<file path="src/rtl/sram_arbiter.sv">
// Two-port round-robin arbiter that sequences one access at a time into the
// single SRAM controller and returns a done pulse (with err on timeout) to the winner.
module sram_arbiter #(
    parameter int unsigned ADDR_W         = 18,
    parameter int unsigned DATA_W         = 16,
    parameter logic [3:0]  OP_READ        = 4'd10,
    parameter logic [3:0]  OP_WRITE       = 4'd11,
    parameter int unsigned TIMEOUT_CYCLES = 16
) (
    input  logic              clk,
    input  logic              rst,

    input  logic              req0,
    input  logic              we0,
    input  logic [ADDR_W-1:0] addr0,
    input  logic [DATA_W-1:0] wdata0,
    output logic              done0,

    input  logic              req1,
    input  logic              we1,
    input  logic [ADDR_W-1:0] addr1,
    input  logic [DATA_W-1:0] wdata1,
    output logic              done1,

    output logic [DATA_W-1:0] rdata,
    output logic              err,
    output logic              busy,

    output logic [3:0]        mem_opcode,
    output logic [ADDR_W-1:0] mem_addr,
    output logic [DATA_W-1:0] mem_wdata,
    input  logic              mem_ready,
    input  logic [DATA_W-1:0] mem_rdata
);

    localparam int unsigned     CNT_W    = $clog2(TIMEOUT_CYCLES + 1);
    localparam logic [CNT_W-1:0] CNT_LAST = CNT_W'(TIMEOUT_CYCLES - 1);

    localparam logic [1:0] S_IDLE    = 2'd0;
    localparam logic [1:0] S_ISSUE   = 2'd1;
    localparam logic [1:0] S_WAIT    = 2'd2;
    localparam logic [1:0] S_RELEASE = 2'd3;

    // Per-port request view so the winner can be selected by index.
    logic [1:0]        req_vec;
    logic [1:0]        we_vec;
    logic [ADDR_W-1:0] addr_vec  [2];
    logic [DATA_W-1:0] wdata_vec [2];

    assign req_vec      = {req1, req0};
    assign we_vec       = {we1, we0};
    assign addr_vec[0]  = addr0;
    assign addr_vec[1]  = addr1;
    assign wdata_vec[0] = wdata0;
    assign wdata_vec[1] = wdata1;

    logic [1:0]        state_q,      state_d;
    logic              last_grant_q, last_grant_d;
    logic              winner_q,     winner_d;
    logic              we_q,         we_d;
    logic [CNT_W-1:0]  cnt_q,        cnt_d;
    logic [3:0]        mem_opcode_q, mem_opcode_d;
    logic [ADDR_W-1:0] mem_addr_q,   mem_addr_d;
    logic [DATA_W-1:0] mem_wdata_q,  mem_wdata_d;
    logic [DATA_W-1:0] rdata_q,      rdata_d;
    logic [1:0]        done_q,       done_d;
    logic              err_q,        err_d;
    logic              busy_q,       busy_d;

    logic              pick;
    logic              timeout_hit;
    logic              finish;
    logic              abort;

    // Port 1 wins when it is the only requester, or on a tie when port 0 went last.
    assign pick        = req_vec[1] & (~req_vec[0] | ~last_grant_q);
    assign timeout_hit = (cnt_q == CNT_LAST);

    always_comb begin
        state_d      = state_q;
        last_grant_d = last_grant_q;
        winner_d     = winner_q;
        we_d         = we_q;
        cnt_d        = cnt_q;
        mem_opcode_d = mem_opcode_q;
        mem_addr_d   = mem_addr_q;
        mem_wdata_d  = mem_wdata_q;
        rdata_d      = rdata_q;
        done_d       = 2'b00;
        err_d        = 1'b0;
        finish       = 1'b0;
        abort        = 1'b0;

        case (state_q)
            S_IDLE: begin
                mem_opcode_d = 4'd0;
                if (|req_vec) begin
                    winner_d     = pick;
                    last_grant_d = pick;
                    we_d         = we_vec[pick];
                    mem_addr_d   = addr_vec[pick];
                    mem_wdata_d  = wdata_vec[pick];
                    mem_opcode_d = we_vec[pick] ? OP_WRITE : OP_READ;
                    cnt_d        = '0;
                    state_d      = S_ISSUE;
                end
            end
            S_ISSUE: begin
                cnt_d = cnt_q + CNT_W'(1);
                if (timeout_hit) begin
                    abort = 1'b1;
                end else if (mem_ready) begin
                    state_d = S_WAIT;
                end
            end
            S_WAIT: begin
                // A completing controller takes precedence over a coincident timeout.
                cnt_d = cnt_q + CNT_W'(1);
                if (!mem_ready) begin
                    finish = 1'b1;
                end else if (timeout_hit) begin
                    abort = 1'b1;
                end
            end
            S_RELEASE: begin
                mem_opcode_d = 4'd0;
                state_d      = S_IDLE;
            end
            default: begin
                mem_opcode_d = 4'd0;
                state_d      = S_IDLE;
            end
        endcase

        if (finish || abort) begin
            state_d          = S_RELEASE;
            mem_opcode_d     = 4'd0;
            done_d[winner_q] = 1'b1;
            err_d            = abort;
            if (abort) begin
                rdata_d = '0;
            end else if (!we_q) begin
                rdata_d = mem_rdata;
            end
        end

        busy_d = (state_d != S_IDLE);
    end

    always_ff @(posedge clk) begin
        if (rst) begin
            state_q      <= S_IDLE;
            last_grant_q <= 1'b1;
            winner_q     <= 1'b0;
            we_q         <= 1'b0;
            cnt_q        <= '0;
            mem_opcode_q <= 4'd0;
            mem_addr_q   <= '0;
            mem_wdata_q  <= '0;
            rdata_q      <= '0;
            done_q       <= 2'b00;
            err_q        <= 1'b0;
            busy_q       <= 1'b0;
        end else begin
            state_q      <= state_d;
            last_grant_q <= last_grant_d;
            winner_q     <= winner_d;
            we_q         <= we_d;
            cnt_q        <= cnt_d;
            mem_opcode_q <= mem_opcode_d;
            mem_addr_q   <= mem_addr_d;
            mem_wdata_q  <= mem_wdata_d;
            rdata_q      <= rdata_d;
            done_q       <= done_d;
            err_q        <= err_d;
            busy_q       <= busy_d;
        end
    end

    assign done0      = done_q[0];
    assign done1      = done_q[1];
    assign rdata      = rdata_q;
    assign err        = err_q;
    assign busy       = busy_q;
    assign mem_opcode = mem_opcode_q;
    assign mem_addr   = mem_addr_q;
    assign mem_wdata  = mem_wdata_q;

endmodule
</file>
<file path="config.mk">
export PLATFORM = sky130hd
export DESIGN_NAME = sram_arbiter
export DESIGN_NICKNAME = d
export VERILOG_FILES = /design/src/rtl/sram_arbiter.sv
export SDC_FILE = /design/constraint.sdc
export NUM_CORES = 1
export LEC_CHECK = 0
export ABC_AREA = 1
export BUFFER_PORTS_ARGS = -buffer_cell sky130_fd_sc_hd__buf_4
export CELL_PAD_IN_SITES_DETAIL_PLACEMENT = 1
export CELL_PAD_IN_SITES_GLOBAL_PLACEMENT = 1
export CORE_MARGIN = 2
export CORE_UTILIZATION = 30
export CTS_BUF_LIST = sky130_fd_sc_hd__clkbuf_16
export CTS_CLUSTER_DIAMETER = 200
export CTS_CLUSTER_SIZE = 14
export DETAILED_ROUTE_END_ITERATION = 8
export GPL_TIMING_DRIVEN = 0
export HOLD_SLACK_MARGIN = 0.15
export PLACE_DENSITY = 0.76
export SLEW_MARGIN = 15
export SYNTH_ARGS = -nofsm -noshare
export SYNTH_HDL_FRONTEND = slang
export SYNTH_SLANG_ARGS = --single-unit
</file>
<file path="constraint.sdc">
create_clock -name clk -period 1.9 [get_ports clk]
set_input_delay 0 -clock clk [delete_from_list [all_inputs] [get_ports clk]]
set_output_delay 0 -clock clk [all_outputs]
set_load 0.02 [all_outputs]
</file>
# After elaboration in Yosys (flattened, before gate mapping)

Cells that the tools add are included.

Register bits: 68
Output and inout port bits: 58
Word-level logic and storage cells: 69

$add $sub $neg: 1
Magnitude comparators: 4
Equality and inequality tests: 6
Mux-type cells: 27
Bitwise gates (word level): 6
Reduce and logical (&&, ||, !) cells: 13

Operator list:

| cell                  | number |
|---|---|
| $mux W16              | 5 |
| $mux W18              | 3 |
| $pmux W5 S2           | 1 |
| $mux W1               | 8 |
| $mux W2               | 4 |
| $pmux W4 S2           | 1 |
| $reduce_or A2 Y1      | 4 |
| $pmux W2 S3           | 1 |
| $reduce_and A2 Y1     | 3 |
| $reduce_bool A2 Y1    | 3 |
| $add A5 B1 Y5 const B | 1 |
| $eq A5 B4 Y1 const B  | 1 |
| $mux W5               | 1 |
| $eq A2 B2 Y1 const B  | 2 |
| $lt A1 B2 Y1 const B  | 2 |
| $mux W4               | 1 |
| $not A1 Y1            | 3 |
| $eq A2 B1 Y1 const B  | 1 |
| $ge A2 B2 Y1 const B  | 1 |
| $logic_not A2 Y1      | 1 |
| $ne A2 B1 Y1 const B  | 1 |
| $ne A2 B2 Y1 const B  | 1 |
| $not A1 Y2            | 1 |
| $pmux W1 S2           | 1 |
| 6 further kinds       | 6 |

# Depth between registers and ports, before layout

Gate-level depths: netlist (run 1).

Word-level depth: 8
Gate-level depth with buffers: 10
Mapped depth without buffers: 10

# Least setup slack after synthesis (run 1)

No wires, ideal clock.

Path type: reg2reg
Start point: register cnt_q[0]
End point: register busy_q (netlist: busy)
Library setup time: 114 ps
Arrival: 1399 ps
Setup slack: 387 ps
Cell stages (with the launch flop): 10
Path buffers: 0
Period minus slack after synthesis: 1513 ps
Cells stage by stage: dfxtp_1 -> ha_1 -> and3_1 -> ha_1 -> nand2_1 -> inv_1 -> a21boi_1 -> nand3_1 -> nand2_1 -> nand2_1

Cells in the longest elaborated chain, start to end: 7

RTL lines:

| element                | RTL line | source |
|---|---|---|
| from (decl)            | 61       | `logic [CNT_W-1:0] cnt_q, cnt_d;` |
| from (signal assigned) | 169      | `cnt_q <= cnt_d;` |
| $eq A5 B4 Y1 (*)       | 77       | `assign timeout_hit = (cnt_q == CNT_LAST);` |
| $mux W1                | 110, 121 |  |
| $mux W1                | 119      | `if (!mem_ready) begin` |
| $pmux W1 S2            | 94       | `case (state_q)` |
| $logic_or A1 B1 Y1     | 135      | `if (finish \|\| abort) begin` |
| $mux W2 (*)            | 135      |  |
| $reduce_bool A2 Y1 (*) | 147      | `busy_d = (state_d != S_IDLE);` |
| to (signal assigned)   | 176      | `busy_q <= busy_d;` |
| to (decl)              | 68       | `logic busy_q, busy_d;` |

Mark *: on every way between the ends. The rest lies on a longest branch, timed or not.
A chain may end at the register's enable or synchronous reset.

# Worst setup path after layout (run 1)

Start point: register cnt_q[0]
End point: register rdata_q[14] (netlist: rdata[14])

Cells in the longest elaborated chain, start to end: 6

RTL lines:

| element                                                                    | RTL line | source |
|---|---|---|
| $eq A5 B4 Y1 (*)                                                           | 77       |  |
| $mux W1 (*)                                                                | 110, 121 |  |
| $mux W1                                                                    | 119      |  |
| $pmux W1 S2 (*)                                                            | 94       |  |
| $ne A2 B1 Y1 (no source line) / $logic_or A1 B1 Y1 (equally long branches) | -        |  |
| $reduce_and A2 Y1 (no source line)                                         | -        |  |
| to (signal assigned)                                                       | 173      | `rdata_q <= rdata_d;` |
| to (decl)                                                                  | 65       | `logic [DATA_W-1:0] rdata_q, rdata_d;` |

Marks and branches as above.

==> impl_metrics.env, run 1 <==
export IMPL_postSynthAreaPerCell_um2=7.41
export IMPL_worst_hold_slack_ns=0.234
export IMPL_cts_sinks=66
export IMPL_route_vias_total=3626
export IMPL_clock_tree_buffer_depth=2
export IMPL_required_ns=2.15
export IMPL_grt_pass1_wl_mm=19.3
export IMPL_final_nets=720
export IMPL_post_dp_cell_area_um2=4030
export IMPL_ant_nets=0
export IMPL_rr_worst_depth=9
export IMPL_final_worst_path_cycle_share_pct=88.8
export IMPL_pwr_density_cell_nw_per_um2=1150
export IMPL_port_buffer_count=147
export IMPL_routed_wire_length_per_instance_um=16.5
export IMPL_logic_pwr_share_pct=41.8
export IMPL_worst_setup_path_start_kind="flop"
export IMPL_setup_violations=0
export IMPL_path_class="reg2reg"
export IMPL_gr_usage_all_layers_pct=24.5
export IMPL_cts_inserted_buffers=9
export IMPL_total_area_of_multi_input_combinational_cells_um2=1270
export IMPL_fp_dieH_um=100
export IMPL_synth_nets=473
export IMPL_holdCritPathClass="in2reg"
export IMPL_yosysUniqueCellTypes=20
export IMPL_postLayoutCellArea_um2=5210
export IMPL_grt_antenna_before_repair=2
export IMPL_drt_pre_antenna_iters=4
export IMPL_synthesis_instances=376
export IMPL_yosys_warnings=0
export IMPL_design_portCount=149
export IMPL_detail_route_vias_per_cell=4.89
export IMPL_master_cell_of_the_clock_root_buffer="clkbuf_16"
export IMPL_period_minus_slack_ns=1.69
export IMPL_internal_power_mw=3.75
export IMPL_unrepaired_setup_endpoints_after_global_routing="false"
export IMPL_depth_of_the_worst_hold_timing_path=7
export IMPL_critPathArrivalTime_ns=1.94
export IMPL_end_kind="flop"
export IMPL_layout_commonest_cell="buf_4"
export IMPL_switching_share_pct=37.6
export IMPL_max_freq_mhz=592
export IMPL_n_fill_cell=1108
export IMPL_number_of_standard_cell_rows_in_the_floorplan=35
export IMPL_clock_edge_transition_at_the_registers_on_the_reported_setup_and_hold_paths_ns=0.05
export IMPL_initial_utilization_pct=30.6
export IMPL_cts_tree="built"
export IMPL_run_status="complete, no violations"
export IMPL_final_hold_viol_count=0
export IMPL_area_sequential_um2=1320
export IMPL_chipWidth_um=100
export IMPL_drive_above_1_share_pct=30.0
export IMPL_dp_wirelength_mm=7.43
export IMPL_synth_edff_count=0
export IMPL_number_of_global_route_vias_before_repair=4030
export IMPL_routed_wl_mm=12.2
export IMPL_power_total_mw=6.02
export IMPL_remaining_drc_errors=0
export IMPL_grt_start_max_net_pins=11
export IMPL_vdd_ir_drop_max_uv=524
export IMPL_clock_skew_final_ns=0.0106
export IMPL_power_clock_fraction_pct=26.2
export IMPL_final_core_utilization_pct=57.2
export IMPL_sequentialPowerShare_pct=32.0
export IMPL_number_of_max_slew_violations_in_the_final_report=0
export IMPL_max_capacitance_violation_total=0
export IMPL_finalSetupTns_ns=0
export IMPL_final_cell_mix="buf_4, nand2_1, dlygate4sd3_1"
export IMPL_cellLeakagePower_nw=2.43
export IMPL_postSynth_asyncResetShare_pct=0
export IMPL_core_area_um2=9110
export IMPL_synth_ff_latch_count=66
export IMPL_switching_power_mw=2.27
export IMPL_insertion_delay_ns=0.33
export IMPL_synth_top_flop_cell="dfxtp_1"
export IMPL_total_global_routing_overflow=0
export IMPL_dr_iter_0_viols=85
export IMPL_design_die_area_um2=10100
export IMPL_post_cts_buffers=0
export IMPL_path_max_fanout=10
export IMPL_syn_to_final_growth_pct=87.0
export IMPL_cts_htree_levels=3
export IMPL_synth_yosys_seq_area_share_pct=47.4
export IMPL_synth_cell_area_um2=2790
export IMPL_gpl_final_weighted_congestion=0.787
==> synthesized netlist by cell type (6+ instances only) <==
master	number	area share (%)
o21ai_1	34	6.1
ha_1	6	2.7
inv_1	17	2.3
a21oi_1	24	4.3
nand3_1	11	2.0
buf_4	7	1.9
nor2_1	11	1.5
a31oi_1	35	7.9
dfxtp_1	66	47
buf_2	11	2.0
nand2_1	133	18
==> state kept, by name, summed over array words and instances (netlist names) <==
signal,flops
winner_q,1
rdata,16
mem_opcode,2
mem_addr,18
mem_wdata,16
cnt_q,5
last_grant_q,1
err,1
done_q,2
state_q,2
we_q,1
busy,1
==> power groups by stage <==
stage | clock network [mW] | registers (mW) | logic (mW)
after floorplan | 0 | 2.27 | 1.03
after global placement | 0 | 1.93 | 2.27
after detailed placement | 0 | 1.95 | 2.32
after CTS | 1.60 | 1.92 | 2.47
after global routing | 1.66 | 1.96 | 2.75
final | 1.58 | 1.93 | 2.52
==> kinds of logic (layout without fill, tap and decap cells) <==
family          after synthesis  in the layout  synth area share, %
flops                        66             66                 47.4
other cells                   1              4                0.135
compound gates               98             98                 19.3
simple gates                162            162                 23.3
buf+inv                      43            294                 7.23
fa+ha+maj                     6              6                 2.69
==> critical path, cell delays in order, from the launching register on <==
cell and delay (ns):
dfxtp_1 0.32, ha_1 0.23, and3_1 0.20, ha_1 0.21, nand2_1 0.07, inv_1 0.06, nand2_1 0.09, nand2_2 0.11
buf_4 0.20, a21oi_1 0.12
==> area by class of cell <==
class                      instances  share of cell area, %
tap                              111                   2.66
sequential                        66                   25.3
antenna                            3                  0.144
timing repair buffer             236                   38.3
multi-input combinational        267                   24.4
clock inverter                     6                  0.960
clock buffer                       9                   4.32
buffer                            22                   2.40
inverter                          21                   1.51
==> per-stage QoR <==
stage | worst slack (ns) | instances
floorplan | 0.387 | 376
global placement | 0.128 | 634
detailed placement | 0.0861 | 634
CTS | 0.0662 | 738
global route | 0.0258 | 740
finish | 0.212 | 741
==> final timing paths <==
path                  from            end  slack, ns
hold reg to reg   winner_q      done_q[0]       0.44
setup reg to reg  cnt_q[0]      rdata[14]       0.21
setup / recovery  cnt_q[0]      rdata[14]       0.21
hold / removal        req0  mem_opcode[0]       0.23
==> layer usage <==
| metal | GRT usage, % | up-vias | part of all wire (%) |
|---|---|---|---|
| li1 | - | 1742 | - |
| met1 | 24.1 | 1716 | 37 |
| met2 | 46.5 | 129 | 54 |
| met3 | 6.69 | 39 | 5.0 |
| met4 | 13.0 | 0 | 4.1 |
| met5 | 0 | - | 0 |
==> repair_timing <==
item                       CTS  global route
setup endpoints to repair    0            15
gates resized for setup      0             4
hold buffers                89             0
hold endpoints to repair    59             0
(Power assumes the default switching activity.)
==> run 2, diff against run 1 <==
==> config.mk (replaced) <==
export PLATFORM = sky130hd
export DESIGN_NAME = sram_arbiter
export DESIGN_NICKNAME = d
export VERILOG_FILES = /design/src/rtl/sram_arbiter.sv
export SDC_FILE = /design/constraint.sdc
export NUM_CORES = 1
export LEC_CHECK = 0
export BUFFER_PORTS_ARGS = -buffer_cell sky130_fd_sc_hd__buf_4
export CORE_MARGIN = 2
export CORE_UTILIZATION = 45
export CTS_BUF_LIST = sky130_fd_sc_hd__clkbuf_16
export CTS_CLUSTER_DIAMETER = 200
export CTS_CLUSTER_SIZE = 14
export DETAILED_ROUTE_END_ITERATION = 8
export GPL_TIMING_DRIVEN = 0
export HOLD_SLACK_MARGIN = 0.15
export PLACE_DENSITY = 0.77
export SLEW_MARGIN = 15
export SYNTH_ARGS = -nofsm -noshare
export SYNTH_HDL_FRONTEND = slang
export SYNTH_SLANG_ARGS = --single-unit
==> impl_metrics.env, run 2 <==
export IMPL_ant_nets=0
export IMPL_core_area_um2=6280
export IMPL_synthTopCellsByCount="dfxtp_1, nor2_1, nand2_1"
export IMPL_postSynth_asyncResetShare_pct=0
export IMPL_final_setup_worst_slack_ns=0.0242
export IMPL_postLayoutCellArea_um2=5380
export IMPL_worst_setup_path_start_kind="input port"
export IMPL_holdCritPathClass="in2reg"
export IMPL_post_dp_cell_area_um2=4080
export IMPL_power_total_mw=5.43
export IMPL_grt_pass1_wl_mm=16.5
export IMPL_design_portCount=149
export IMPL_layout_commonest_cell="buf_4"
export IMPL_remaining_drc_errors=0
export IMPL_most_used_cell_along_the_critical_path="dlygate4sd3_1"
export IMPL_dp_wirelength_mm=6.03
export IMPL_n_fill_cell=319
export IMPL_cts_htree_levels=3
export IMPL_cts_tree="built"
export IMPL_yosys_area_top_type_share_pct=45.8
export IMPL_max_freq_mhz=533
export IMPL_cellLeakagePower_nw=2.43
export IMPL_yosys_warnings=0
export IMPL_synth_nets=409
export IMPL_routed_wl_mm=10.9
export IMPL_timing_max_slew_rel_slack_pct=53.2
export IMPL_clock_skew_final_ns=0.00360
export IMPL_worst_hold_slack_ns=0.0738
export IMPL_gpl_final_weighted_congestion=0.829
export IMPL_final_nets=659
export IMPL_worstHoldEndpoint="mem_wdata[5]"
export IMPL_fp_dieH_um=84.1
export IMPL_final_hold_viol_count=0
export IMPL_rr_worst_depth=6
export IMPL_synth_yosys_seq_area_share_pct=45.8
export IMPL_final_cell_mix="buf_4, dlygate4sd3_1, dfxtp_1"
export IMPL_final_worst_path_cycle_share_pct=98.7
export IMPL_drt_pre_antenna_iters=4
export IMPL_clock_edge_transition_at_the_registers_on_the_reported_setup_and_hold_paths_ns=0.05
export IMPL_number_of_max_slew_violations_in_the_final_report=0
export IMPL_finalNonFillerCells=644
export IMPL_antenna_diode_count=0
export IMPL_depth_of_the_worst_hold_timing_path=3
export IMPL_initial_utilization_pct=46.0
export IMPL_total_area_of_multi_input_combinational_cells_um2=1510
export IMPL_crit_path_top_delay_cell="dlygate4sd3_1"
export IMPL_crit_path_cell_trace="dlygate4sd3_1 -> buf_4 -> a21boi_2 -> buf_6 -> buf_12 -> mux2i_1 -> dlygate4sd3_1 -> a211oi_1"
export IMPL_path_class="in2reg"
export IMPL_path_max_fanout=10
export IMPL_yosysUniqueCellTypes=36
export IMPL_synth_top_cell_by_area="dfxtp_1"
export IMPL_largest_register_ffs=18
export IMPL_pwr_density_cell_nw_per_um2=1010
export IMPL_vdd_ir_drop_max_uv=673
export IMPL_synth_edff_count=0
export IMPL_regToRegSetupSlack_ns=0.08
export IMPL_area_sequential_um2=1320
export IMPL_unrepaired_setup_endpoints_after_global_routing="true"
export IMPL_period_minus_slack_ns=1.88
export IMPL_final_core_utilization_pct=85.7
export IMPL_clock_tree_buffer_depth=2
export IMPL_synthesis_instances=312
export IMPL_finalSetupTns_ns=0
export IMPL_tightestPinTransition_ns=0.703
export IMPL_insertion_delay_ns=0.32
export IMPL_cts_inserted_buffers=9
export IMPL_number_of_standard_cell_rows_in_the_floorplan=29
export IMPL_dr_iter_0_viols=120
export IMPL_synth_cell_area_um2=2890
export IMPL_timing_hold_worst_start="wdata1[5]"
export IMPL_timing_critical_path_slowest_cell_delay_ns=0.57
export IMPL_number_of_global_route_vias_before_repair=3454
export IMPL_post_synth_top_count_cell="dfxtp_1"
export IMPL_synth_top_flop_cell="dfxtp_1"
export IMPL_required_ns=2.13
export IMPL_postSynthAreaPerCell_um2=9.26
export IMPL_dp_cells=535
export IMPL_chipWidth_um=84.1
export IMPL_synth_ff_latch_count=66
export IMPL_synth_top_cells_by_area="dfxtp_1, mux2i_1, a211oi_1"
export IMPL_port_buffer_count=146
export IMPL_cts_sinks=66
export IMPL_critPathArrivalTime_ns=2.10
export IMPL_preCtsSetupSlack_ns=-0.0325
export IMPL_run_status="complete, no violations"
export IMPL_grt_start_max_net_pins=11
export IMPL_routed_wire_length_per_instance_um=16.9
export IMPL_gr_usage_all_layers_pct=29.3
export IMPL_end_kind="flop"
export IMPL_detail_route_vias_per_cell=5.16
export IMPL_master_cell_of_the_clock_root_buffer="clkbuf_16"
export IMPL_design_die_area_um2=7070
export IMPL_setup_violations=0
export IMPL_drive_above_1_share_pct=40.2
export IMPL_max_capacitance_violation_total=0
export IMPL_crit_reg2reg_launch="last_grant_q"
export IMPL_total_global_routing_overflow=0
export IMPL_route_vias_total=3322
export IMPL_r2r_end="mem_addr[17]"
export IMPL_grt_antenna_before_repair=0
export IMPL_syn_to_final_growth_pct=86.3
-- run 2: changes by cell type after synthesis, moves of 10 or more --
cell      before  now
nand2_1      133   37
o21ai_1       34    0
nand3_1       11    1
nor2_1        11   43
a211oi_1       0   35
inv_1         17    4
mux2i_1        0   35
a31oi_1       35    1
-- run 2: repair_timing --
action / 4_1_cts / 5_1_grt
hold endpoints to repair: 53 / 5
gates resized for setup: 1 / 37
setup buffers: 0 / 15
endpoints found under the setup margin: 10 / 43
hold buffers: 89 / 5
pin swaps: 0 / 2
-- run 2: layer usage --
layer  vias to the layer above  GRT usage (%)  wire (um)
li1                       1588              -          -
met1                      1547           32.7       4310
met2                       168           51.0       5490
met3                        19           8.11        869
met4                         0           15.0        199
met5                         -              0          0
-- run 2: critical path, delay by kind of cell --
| family | cells | cell delay, ns |
|---|---|---|
| compound gates | 2 | 0.41 |
| buf+inv | 5 | 1.56 |
| mux | 1 | 0.12 |
-- run 2: worst max path at each step --
stage	startpoint	endpoint	depth (start not counted)
floorplan	cnt_q[0]	busy	7
global placement	state_q[0]	rdata[8]	7
detailed placement	state_q[0]	rdata[15]	7
CTS	req0	mem_addr[17]	8
global route	req0	mem_addr[17]	8
finish	req1	mem_addr[17]	8
-- run 2: layout make-up --
class	instances	share of cell area, %
timing repair buffer	240	37.3
clock inverter	7	0.558
inverter	4	0.279
buffer	24	3.28
clock buffer	9	4.19
multi-input combinational	217	28.0
sequential	66	24.6
tap	77	1.79
-- run 2: where the power goes --
group          switching (mW)  internal [mW]  leakage (nW)  total (mW)
Combinational            1.20           1.02          1.75        2.22
Clock                   0.563          0.855         0.140        1.42
Sequential              0.159           1.64         0.543        1.79
Total                    1.92           3.51          2.43        5.43
-- run 2: kinds of logic after synthesis --
logic type               share of synthesized area [%]
flip-flops                                        45.8
AND/OR/NAND/NOR                                   14.3
other                                            0.130
buffers and inverters                             6.63
adder cells (fa/ha/maj)                           2.60
multiplexers                                      12.1
AO/OA/AOI/OAI                                     18.4
